### src/rtl/root_refine.sv
// Newton-Raphson refinement of a rough sqrt(a) estimate for IEEE-754 single operands.
// Optional macro ROUND_NEAREST_EN: round-to-nearest-even at pack instead of truncation.
module root_refine #(
    parameter int unsigned ITERATIONS = 3
) (
    input  logic        clk,
    input  logic        rst_n,
    input  logic        in_valid,
    output logic        in_ready,
    input  logic        in_sign,
    input  logic [7:0]  in_exponent,
    input  logic [22:0] in_mantissa,
    input  logic        est_sign,
    input  logic [7:0]  est_exponent,
    input  logic [22:0] est_mantissa,
    input  logic        est_incorrect,
    output logic        out_valid,
    input  logic        out_ready,
    output logic        out_sign,
    output logic [7:0]  out_exponent,
    output logic [22:0] out_mantissa,
    output logic        out_incorrect
);
    localparam int unsigned FW         = 28;  // unsigned 2.26 fixed point
    localparam int unsigned DIV_CYCLES = 28;
    localparam int unsigned CW         = 5;
    localparam int unsigned PW         = 3;

    typedef enum logic [2:0] {S_IDLE, S_LOAD, S_DIV, S_UPDATE, S_PACK, S_HOLD} state_t;

    state_t          r_state;
    logic            r_in_ready;
    logic            r_out_valid;
    logic            r_out_sign;
    logic [7:0]      r_out_exp;
    logic [22:0]     r_out_mant;
    logic            r_out_inc;
    logic [7:0]      r_a_exp;
    logic [22:0]     r_a_mant;
    logic            r_est_sign;
    logic [7:0]      r_est_exp;
    logic [22:0]     r_est_mant;
    logic            r_est_inc;
    logic [7:0]      r_t;
    logic [FW-1:0]   r_m;
    logic [FW-1:0]   r_y;
    logic [FW-1:0]   r_q;
    logic [FW-1:0]   r_rem;
    logic [FW-1:0]   r_dsh;
    logic [CW-1:0]   r_cnt;
    logic [PW-1:0]   r_pass;

    logic            w_e_odd;
    logic [7:0]      w_t;
    logic [FW-1:0]   w_m;
    logic [FW-1:0]   w_y_est;
    logic [FW:0]     w_trial;
    logic            w_ge;
    logic [FW-1:0]   w_diff;
    logic [FW:0]     w_sum;
    logic [22:0]     w_pack_mant;
    logic [7:0]      w_pack_exp;
    logic            w_unused;

    // Unbiased exponent is odd exactly when the biased exponent is even.
    assign w_e_odd = ~r_a_exp[0];
    assign w_t     = 8'((9'(r_a_exp) + 9'd127 - 9'(w_e_odd)) >> 1);
    assign w_m     = w_e_odd ? {1'b1, r_a_mant, 4'b0} : {2'b01, r_a_mant, 3'b0};
    assign w_y_est = (r_est_exp == w_t) ? {2'b01, r_est_mant, 3'b0} : 28'h600_0000;

    // One restoring-division step: shift in the next dividend bit, subtract if it fits.
    assign w_trial = {r_rem, r_dsh[FW-1]};
    assign w_ge    = (w_trial >= {1'b0, r_y});
    assign w_diff  = FW'(w_trial - {1'b0, r_y});
    assign w_sum   = {1'b0, r_y} + {1'b0, r_q};

`ifdef ROUND_NEAREST_EN
    logic        r_sticky;
    logic        w_round_up;
    logic [24:0] w_rounded;

    assign w_round_up  = r_y[2] & (r_y[3] | r_y[1] | r_y[0] | r_sticky);
    assign w_rounded   = {1'b0, r_y[26:3]} + 25'(w_round_up);
    assign w_pack_mant = w_rounded[24] ? 23'd0 : w_rounded[22:0];
    assign w_pack_exp  = w_rounded[24] ? r_t + 8'd1 : r_t;
    assign w_unused    = ^{in_sign, w_rounded[23]};

    // Anything discarded below Y in the final pass: division remainder or halving bit.
    always_ff @(posedge clk or negedge rst_n) begin
        if (!rst_n) begin
            r_sticky <= 1'b0;
        end else if (r_state == S_UPDATE) begin
            r_sticky <= w_sum[0] | (r_rem != '0);
        end
    end
`else
    assign w_pack_mant = r_y[25:3];
    assign w_pack_exp  = r_t;
    assign w_unused    = ^{in_sign, w_sum[0]};
`endif

    always_ff @(posedge clk or negedge rst_n) begin
        if (!rst_n) begin
            r_state     <= S_IDLE;
            r_in_ready  <= 1'b1;
            r_out_valid <= 1'b0;
            r_out_sign  <= 1'b0;
            r_out_exp   <= '0;
            r_out_mant  <= '0;
            r_out_inc   <= 1'b0;
            r_a_exp     <= '0;
            r_a_mant    <= '0;
            r_est_sign  <= 1'b0;
            r_est_exp   <= '0;
            r_est_mant  <= '0;
            r_est_inc   <= 1'b0;
            r_t         <= '0;
            r_m         <= '0;
            r_y         <= '0;
            r_q         <= '0;
            r_rem       <= '0;
            r_dsh       <= '0;
            r_cnt       <= '0;
            r_pass      <= '0;
        end else begin
            case (r_state)
                S_IDLE: begin
                    if (in_valid) begin
                        r_a_exp    <= in_exponent;
                        r_a_mant   <= in_mantissa;
                        r_est_sign <= est_sign;
                        r_est_exp  <= est_exponent;
                        r_est_mant <= est_mantissa;
                        r_est_inc  <= est_incorrect;
                        r_in_ready <= 1'b0;
                        r_state    <= (est_incorrect || in_exponent == 8'd0) ? S_HOLD : S_LOAD;
                    end
                end
                S_LOAD: begin
                    r_m     <= w_m;
                    r_t     <= w_t;
                    r_y     <= w_y_est;
                    r_rem   <= {2'b0, w_m[FW-1:2]};
                    r_dsh   <= {w_m[1:0], 26'b0};
                    r_q     <= '0;
                    r_cnt   <= '0;
                    r_pass  <= '0;
                    r_state <= S_DIV;
                end
                S_DIV: begin
                    r_rem <= w_ge ? w_diff : w_trial[FW-1:0];
                    r_q   <= {r_q[FW-2:0], w_ge};
                    r_dsh <= {r_dsh[FW-2:0], 1'b0};
                    r_cnt <= r_cnt + CW'(1);
                    if (r_cnt == CW'(DIV_CYCLES - 1)) begin
                        r_state <= S_UPDATE;
                    end
                end
                S_UPDATE: begin
                    r_y    <= w_sum[FW:1];
                    r_pass <= r_pass + PW'(1);
                    if (r_pass == PW'(ITERATIONS - 1)) begin
                        r_state <= S_PACK;
                    end else begin
                        r_rem   <= {2'b0, r_m[FW-1:2]};
                        r_dsh   <= {r_m[1:0], 26'b0};
                        r_q     <= '0;
                        r_cnt   <= '0;
                        r_state <= S_DIV;
                    end
                end
                S_PACK: begin
                    r_out_sign  <= 1'b0;
                    r_out_exp   <= w_pack_exp;
                    r_out_mant  <= w_pack_mant;
                    r_out_inc   <= 1'b0;
                    r_out_valid <= 1'b1;
                    r_state     <= S_HOLD;
                end
                S_HOLD: begin
                    // Bypass enters with out_valid low and publishes the estimate one cycle later.
                    if (!r_out_valid) begin
                        r_out_sign  <= r_est_sign;
                        r_out_exp   <= r_est_exp;
                        r_out_mant  <= r_est_mant;
                        r_out_inc   <= r_est_inc;
                        r_out_valid <= 1'b1;
                    end else if (out_ready) begin
                        r_out_valid <= 1'b0;
                        r_in_ready  <= 1'b1;
                        r_state     <= S_IDLE;
                    end
                end
                default: begin
                    r_state <= S_IDLE;
                end
            endcase
        end
    end

    assign in_ready      = r_in_ready;
    assign out_valid     = r_out_valid;
    assign out_sign      = r_out_sign;
    assign out_exponent  = r_out_exp;
    assign out_mantissa  = r_out_mant;
    assign out_incorrect = r_out_inc;

endmodule

### config.mk
export PLATFORM = sky130hd
export DESIGN_NAME = root_refine
export DESIGN_NICKNAME = d
export VERILOG_FILES = /design/src/rtl/root_refine.sv
export SDC_FILE = /design/constraint.sdc
export NUM_CORES = 1
export LEC_CHECK = 0
export CAP_MARGIN = 10
export CORE_ASPECT_RATIO = 1.4
export CORE_MARGIN = 5
export CORE_UTILIZATION = 55
export CTS_BUF_LIST = sky130_fd_sc_hd__clkbuf_2 sky130_fd_sc_hd__clkbuf_4 sky130_fd_sc_hd__clkbuf_8
export CTS_CLUSTER_DIAMETER = 120
export DETAILED_ROUTE_END_ITERATION = 8
export PLACE_DENSITY = 0.78
export SYNTH_ARGS = -nofsm -noshare
export SYNTH_HDL_FRONTEND = slang
export SYNTH_SLANG_ARGS = --single-unit
### constraint.sdc
create_clock -name clk -period 2.7 [get_ports clk]
set_clock_uncertainty 0.2 [all_clocks]
set_input_delay 0.405 -clock clk [delete_from_list [all_inputs] [get_ports clk]]
set_output_delay 0.405 -clock clk [all_outputs]
set_load 0.1 [all_outputs]
; ---- Word-level counts from Yosys, hierarchy flattened
; Index checks and enable logic that the tools add are counted.
[word_totals]
regBits = 258
in_bits = 69
output_inout_bits = 35
word_cells = 90
[classes]
n_addsub = 6
n_lt_le_gt_ge = 1
eq_ne = 14
n_mux = 35
bitwise = 1
n_reduce_logical = 12
[ops]
columns = cell, count
row1 = $pmux W28 S3, 3
row2 = $mux W28, 5
row3 = $pmux W28 S2, 1
row4 = $pmux W23 S2, 1
row5 = $add A28 B28 Y29, 1
row6 = $ge A29 B28 Y1, 1
row7 = $sub A28 B28 Y28, 1
row8 = $mux W26, 1
row9 = $mux W23, 1
row10 = $mux W3, 6
row11 = $pmux W3 S6, 1
row12 = $pmux W8 S2, 1
row13 = $pmux W5 S3, 1
row14 = $ne A2 B2 Y1 const B, 6
row15 = $add A8 B7 Y9 const B, 1
row16 = $eq A3 B2 Y1 const B, 3
row17 = $sub A9 B1 Y9, 1
row18 = $eq A8 B8 Y1, 1
row19 = $logic_not A8 Y1, 1
row20 = $mux W8, 1
row21 = $pmux W1 S2, 4
row22 = $reduce_and A4 Y1, 2
row23 = $mux W1, 7
row24 = $eq A3 B3 Y1 const B, 2
row25 = other kinds (12), 16

; ---- Depth between registers and ports, before layout
[depth]
word_depth = 5
depth_mapped = 13
mapped_depth_nobuf = 11

; ---- Worst setup path after synthesis
; Ideal clock, no wire load.
[synth_path]
path_kind = register -> register
startpoint = reg r_a_exp[1]
endpoint = reg r_y[10]
setup_time_ns = 0.094
arrival_time_ns = 2.667
t_required_ns = 2.406
slack_ns = -0.261
stages_incl_launch_ff = 13
n_path_buf = 1
period_less_slack_ns = 2.961
path_cell_list = dfrtp_1 -> inv_1 -> ha_1 -> fa_1 -> nand3_1 -> and3b_1 -> nor3b_1 -> a211oi_1 -> or4_4 -> nor2_4 -> buf_6 -> a21oi_2 -> a221oi_2
[synth_via]
elab_chain_cells = 5
[synth_lines]
columns = element, line
row1 = "start, declared", 38  ; logic [7:0] r_a_exp;
row2 = "start signal, assigned", 129  ; r_a_exp <= in_exponent;
row3 = $add A8 B7 Y9, 67  ; assign w_t = 8'((9'(r_a_exp) + 9'd127 - 9'(w_e_odd)) >> 1);
row4 = $sub A9 B1 Y9, 67
row5 = $eq A8 B8 Y1, 69  ; assign w_y_est = (r_est_exp == w_t) ? {2'b01, r_est_mant, 3'b0} : 28'h600_0000;
row6 = $mux W26, 69
row7 = $pmux W28 S2, 126  ; case (r_state)
row8 = "end signal, assigned", 142  ; r_y <= w_y_est;
row9 = "end signal, assigned", 160  ; r_y <= w_sum[FW:1];
row10 = "end, declared", 46  ; logic [FW-1:0] r_y;
; Every way passes these cells.
; A chain may end at the register's enable or synchronous reset.

; ---- Final worst setup path
[layout_path]
startpoint = reg r_a_exp[1]
endpoint = reg r_y[20]
; The elaborated chain is that of the path after synthesis.

==> run summary <==
Mapped Nets: 1517
Final setup TNS: -11.35 ns
Die H: 195 microns
Maxcap violations: 0
CTS Sinks: 227
Average wire per standard cell: 19.8 microns
Mapped Area: 0.0135 sq mm
Hold Path Class: in -> async
Failing checks: negative setup slack
Crit path required time: 2.95 ns
Main synth FF type: dfrtp_1
Footprint of the multi-input gates: 0.00819 sq mm
Synth async-reset ratio: 100%
Critical path peak fanout: 11
Die ar.: 0.0278 sq mm
Cts bufs inserted: 38
R2r setup slk: -0.43 ns
CTS clock-pin slew for the worst setup and hold paths: 0.07 ns
Seq/Total Area, Yosys: 42.2%
Final setup margin: -0.433 ns
Post-synth EDFFs: 0
CP Class: reg -> reg
Io pins: 104
Sequential cell area: 0.00568 sq mm
DP Area: 0.0167 sq mm
DRT Wirelength: 41500 microns
Status: finished with violations
DP Wirelength: 28400 microns
Minimum clock period: 3.13 ns
Cell taking the most area after synthesis: dfrtp_1
Startpoint class of the critical path: flip-flop
Top post-synthesis cells by area: dfrtp_1, ha_1, mux2i_1
Area Growth Syn to Fin: 40.1%
Final ANT Viol Nets: 0
# port buffers: 102
Initial antenna violation count: 1
Avg Cell Area, Syn: 9.76 sq um
RSZ-0062 raised after global routing: yes
Total grt overflow: 0
Final setup fails: 49
Cell Pwr Density: 373 mW/mm^2
Max IR drop VDD: 0.458 mV
Cells along the critical path: inv_2, ha_4, fa_2, nand3_2, and3b_1, nor3b_2, a211oi_1, or4_4, nor2_4, buf_12, buf_12, nand3_2, a211oi_2
CTS H-tree lvls: 2
Yosys warnings: 0
Vias post-DR: 12500
Largest net degree at the start of global routing: 75
Lkg Pwr: 8.90 nW
Yosys reg bits: 227
Reg2reg start: r_a_exp[1]
Initial core utilization: 56.0%
GPL Wtd Cong: 0.968
Worst-Skew Late Latency: 0.55 ns
Layout Cell Area excl Fill: 0.0189 sq mm
Final nets: 1896
Period utilization: 116%
Detailed router's first-iteration violation count: 893
CTS tree: built
Antenna diodes: 0
Slew Viols, Final: 0
Worst Setup End Kind: flip-flop
Reg2reg end: r_y[20]
Layout cells sized above 1: 37.2%
DP Worst Slack: -0.467 ns
# DRC: 0
Router iterations before antenna repair: 5
Cells after Synth: 1380
Max clock buf depth: 3
Vias/cell: 5.96
Distinct cells, synth: 85
FF-to-FF path depth: 13
Fillers: 1558
Critical Path Max Stage Delay: 0.57 ns
Max-slew headroom: 52.8%
Core Rows: 67
Final Hold Viols: 0
Synth top area share: 42.0%
Vias in the first global route: 12900
Chip Width: 142 microns
GRT Util Overall: 28.8%
Slew @ Worst Pin: 0.708 ns
Global-route wire length before repair: 65000 microns
CP arrival: 3.38 ns
Fmax: 319 MHz
Highest-delay cell along the critical path: or4_4
Clock root cell: clkbuf_8
Total core area: 0.0241 sq mm
-- power by group --
part	internal [W]	total [W]	switching (W)
logic	0.0000975	0.000182	0.0000849
registers	0.00340	0.00340	0
clock network	0.00204	0.00346	0.00142
-- repair_timing --
action                     CTS  global route
resized for setup          123            65
pin swaps                   60            29
setup endpoints to repair   53            53
hold buffers                 1             0
gates cloned                 0             1
hold endpoints to repair    68             0
buffers inserted            28            12
-- worst max-delay path by stage --
stage          depth (start not counted)  slack, ns  startpoint  endpoint
3_5_place_dp                          11      -0.47  r_a_exp[1]   r_y[12]
4_1_cts                               12      -0.34  r_a_exp[1]    r_y[6]
3_3_place_gp                          11      -0.35  r_a_exp[1]    r_y[4]
6_report                              13      -0.43  r_a_exp[1]   r_y[20]
2_1_floorplan                         12       -0.1  r_a_exp[1]   r_y[10]
5_1_grt                               13      -0.56  r_a_exp[1]   r_y[23]
-- cells in the mapped netlist, types with 11 or more instances --
| cell type | n |
|---|---|
| a21o_1 | 22 |
| dfrtp_1 | 226 |
| nor3_1 | 12 |
| nand2_1 | 136 |
| ha_1 | 65 |
| mux2i_1 | 73 |
| buf_1 | 11 |
| mux2_2 | 60 |
| a311oi_1 | 21 |
| a211oi_1 | 15 |
| o21ai_0 | 116 |
| nand3_1 | 23 |
| o211ai_1 | 11 |
| inv_1 | 48 |
| buf_2 | 11 |
| o22ai_1 | 25 |
| xnor2_1 | 29 |
| xor2_1 | 25 |
| clkbuf_1 | 53 |
| a22o_1 | 28 |
| a31oi_1 | 24 |
| nor2_1 | 101 |
| a21oi_1 | 72 |
-- layer usage --
| layer | track usage [%] | vias to the layer above | share of wire [%] |
|---|---|---|---|
| met2 | 50.5 | 456 | 51 |
| met3 | 3.89 | 179 | 5.3 |
| li1 | - | 5801 | - |
| met4 | 14.0 | 2 | 5.3 |
| met1 | 34.3 | 6036 | 38 |
| met5 | 0 | - | 0.019 |
-- through the flow --
step	power [W]	utilization, %	hold WS [ns]	cells
floorplan	0.00347	-	-0.0906	1380
global placement	0.00365	69.5	0.218	1991
detailed placement	0.00365	69.5	0.223	1991
CTS	0.00710	76.5	0.239	2083
global route	0.00727	78.5	0.261	2094
finish	0.00704	78.5	0.256	2094
-- sequential cells by signal, summed over array words and instances, names as in the netlist, 23 cells and up --
signal / cells
out_mantissa: 23
r_a_mant: 23
r_est_mant: 23
r_m: 25
r_q: 28
r_rem: 28
r_y: 28
-- critical path, delay by kind of cell (launching register included) --
family,cells,cell delay (ns)
AND/OR/NAND/NOR,6,1.38
adder cells (fa/ha/maj),2,0.53
flip-flops,1,0.38
buffers and inverters,3,0.33
AO/OA/AOI/OAI,2,0.23
-- cell usage in the layout, fill, tap and decap left out, types with 7 or more instances in the layout --
cell | netlist | layout
ha_1 | 65 | 40
nand3_2 | 2 | 8
ha_4 | 0 | 22
buf_12 | 1 | 10
mux2i_1 | 73 | 69
xnor2_1 | 29 | 24
xor2_1 | 25 | 24
o211ai_1 | 11 | 11
a31oi_1 | 24 | 17
clkbuf_8 | 0 | 47
a311oi_1 | 21 | 19
o21a_1 | 8 | 8
inv_1 | 48 | 31
buf_4 | 0 | 322
inv_2 | 0 | 14
a22o_1 | 28 | 28
a211oi_1 | 15 | 10
a21o_1 | 22 | 22
clkdlybuf4s50_1 | 0 | 66
o21ai_0 | 116 | 103
nand3_1 | 23 | 16
mux2_2 | 60 | 58
a221oi_2 | 9 | 11
a21oi_2 | 10 | 18
nand2_1 | 136 | 128
dfrtp_1 | 226 | 225
buf_6 | 6 | 20
o21ai_2 | 0 | 9
nor2_1 | 101 | 97
a211oi_2 | 4 | 7
o21ai_1 | 5 | 9
and3_1 | 8 | 7
nand2b_1 | 7 | 7
a21oi_4 | 1 | 7
nand4_1 | 10 | 10
nor3_1 | 12 | 11
o22ai_1 | 25 | 24
nand2_2 | 1 | 7
a21oi_1 | 72 | 58
-- logic make-up (layout without fill, tap and decap cells) --
group	Yosys count	count (layout)	synth area share, %
AO/OA/AOI/OAI	414	414	20.9
AND/OR/NAND/NOR	352	352	12.2
flip-flops	227	227	42.2
multiplexers	133	133	10.4
buffers and inverters	132	536	4.32
adder cells (fa/ha/maj)	68	68	6.48
XOR/XNOR	54	54	3.51
-- final cells by class --
class                           instances  share of cell area, %
Multi-Input combinational cell       1021                   43.4
Sequential cell                       227                   30.1
Timing Repair Buffer                  422                   18.9
Clock buffer                           53                   3.66
Tap cell                              310                   2.05
Inverter                               49                   1.01
Clock inverter                         12                  0.875
(Power assumes the default switching activity.)
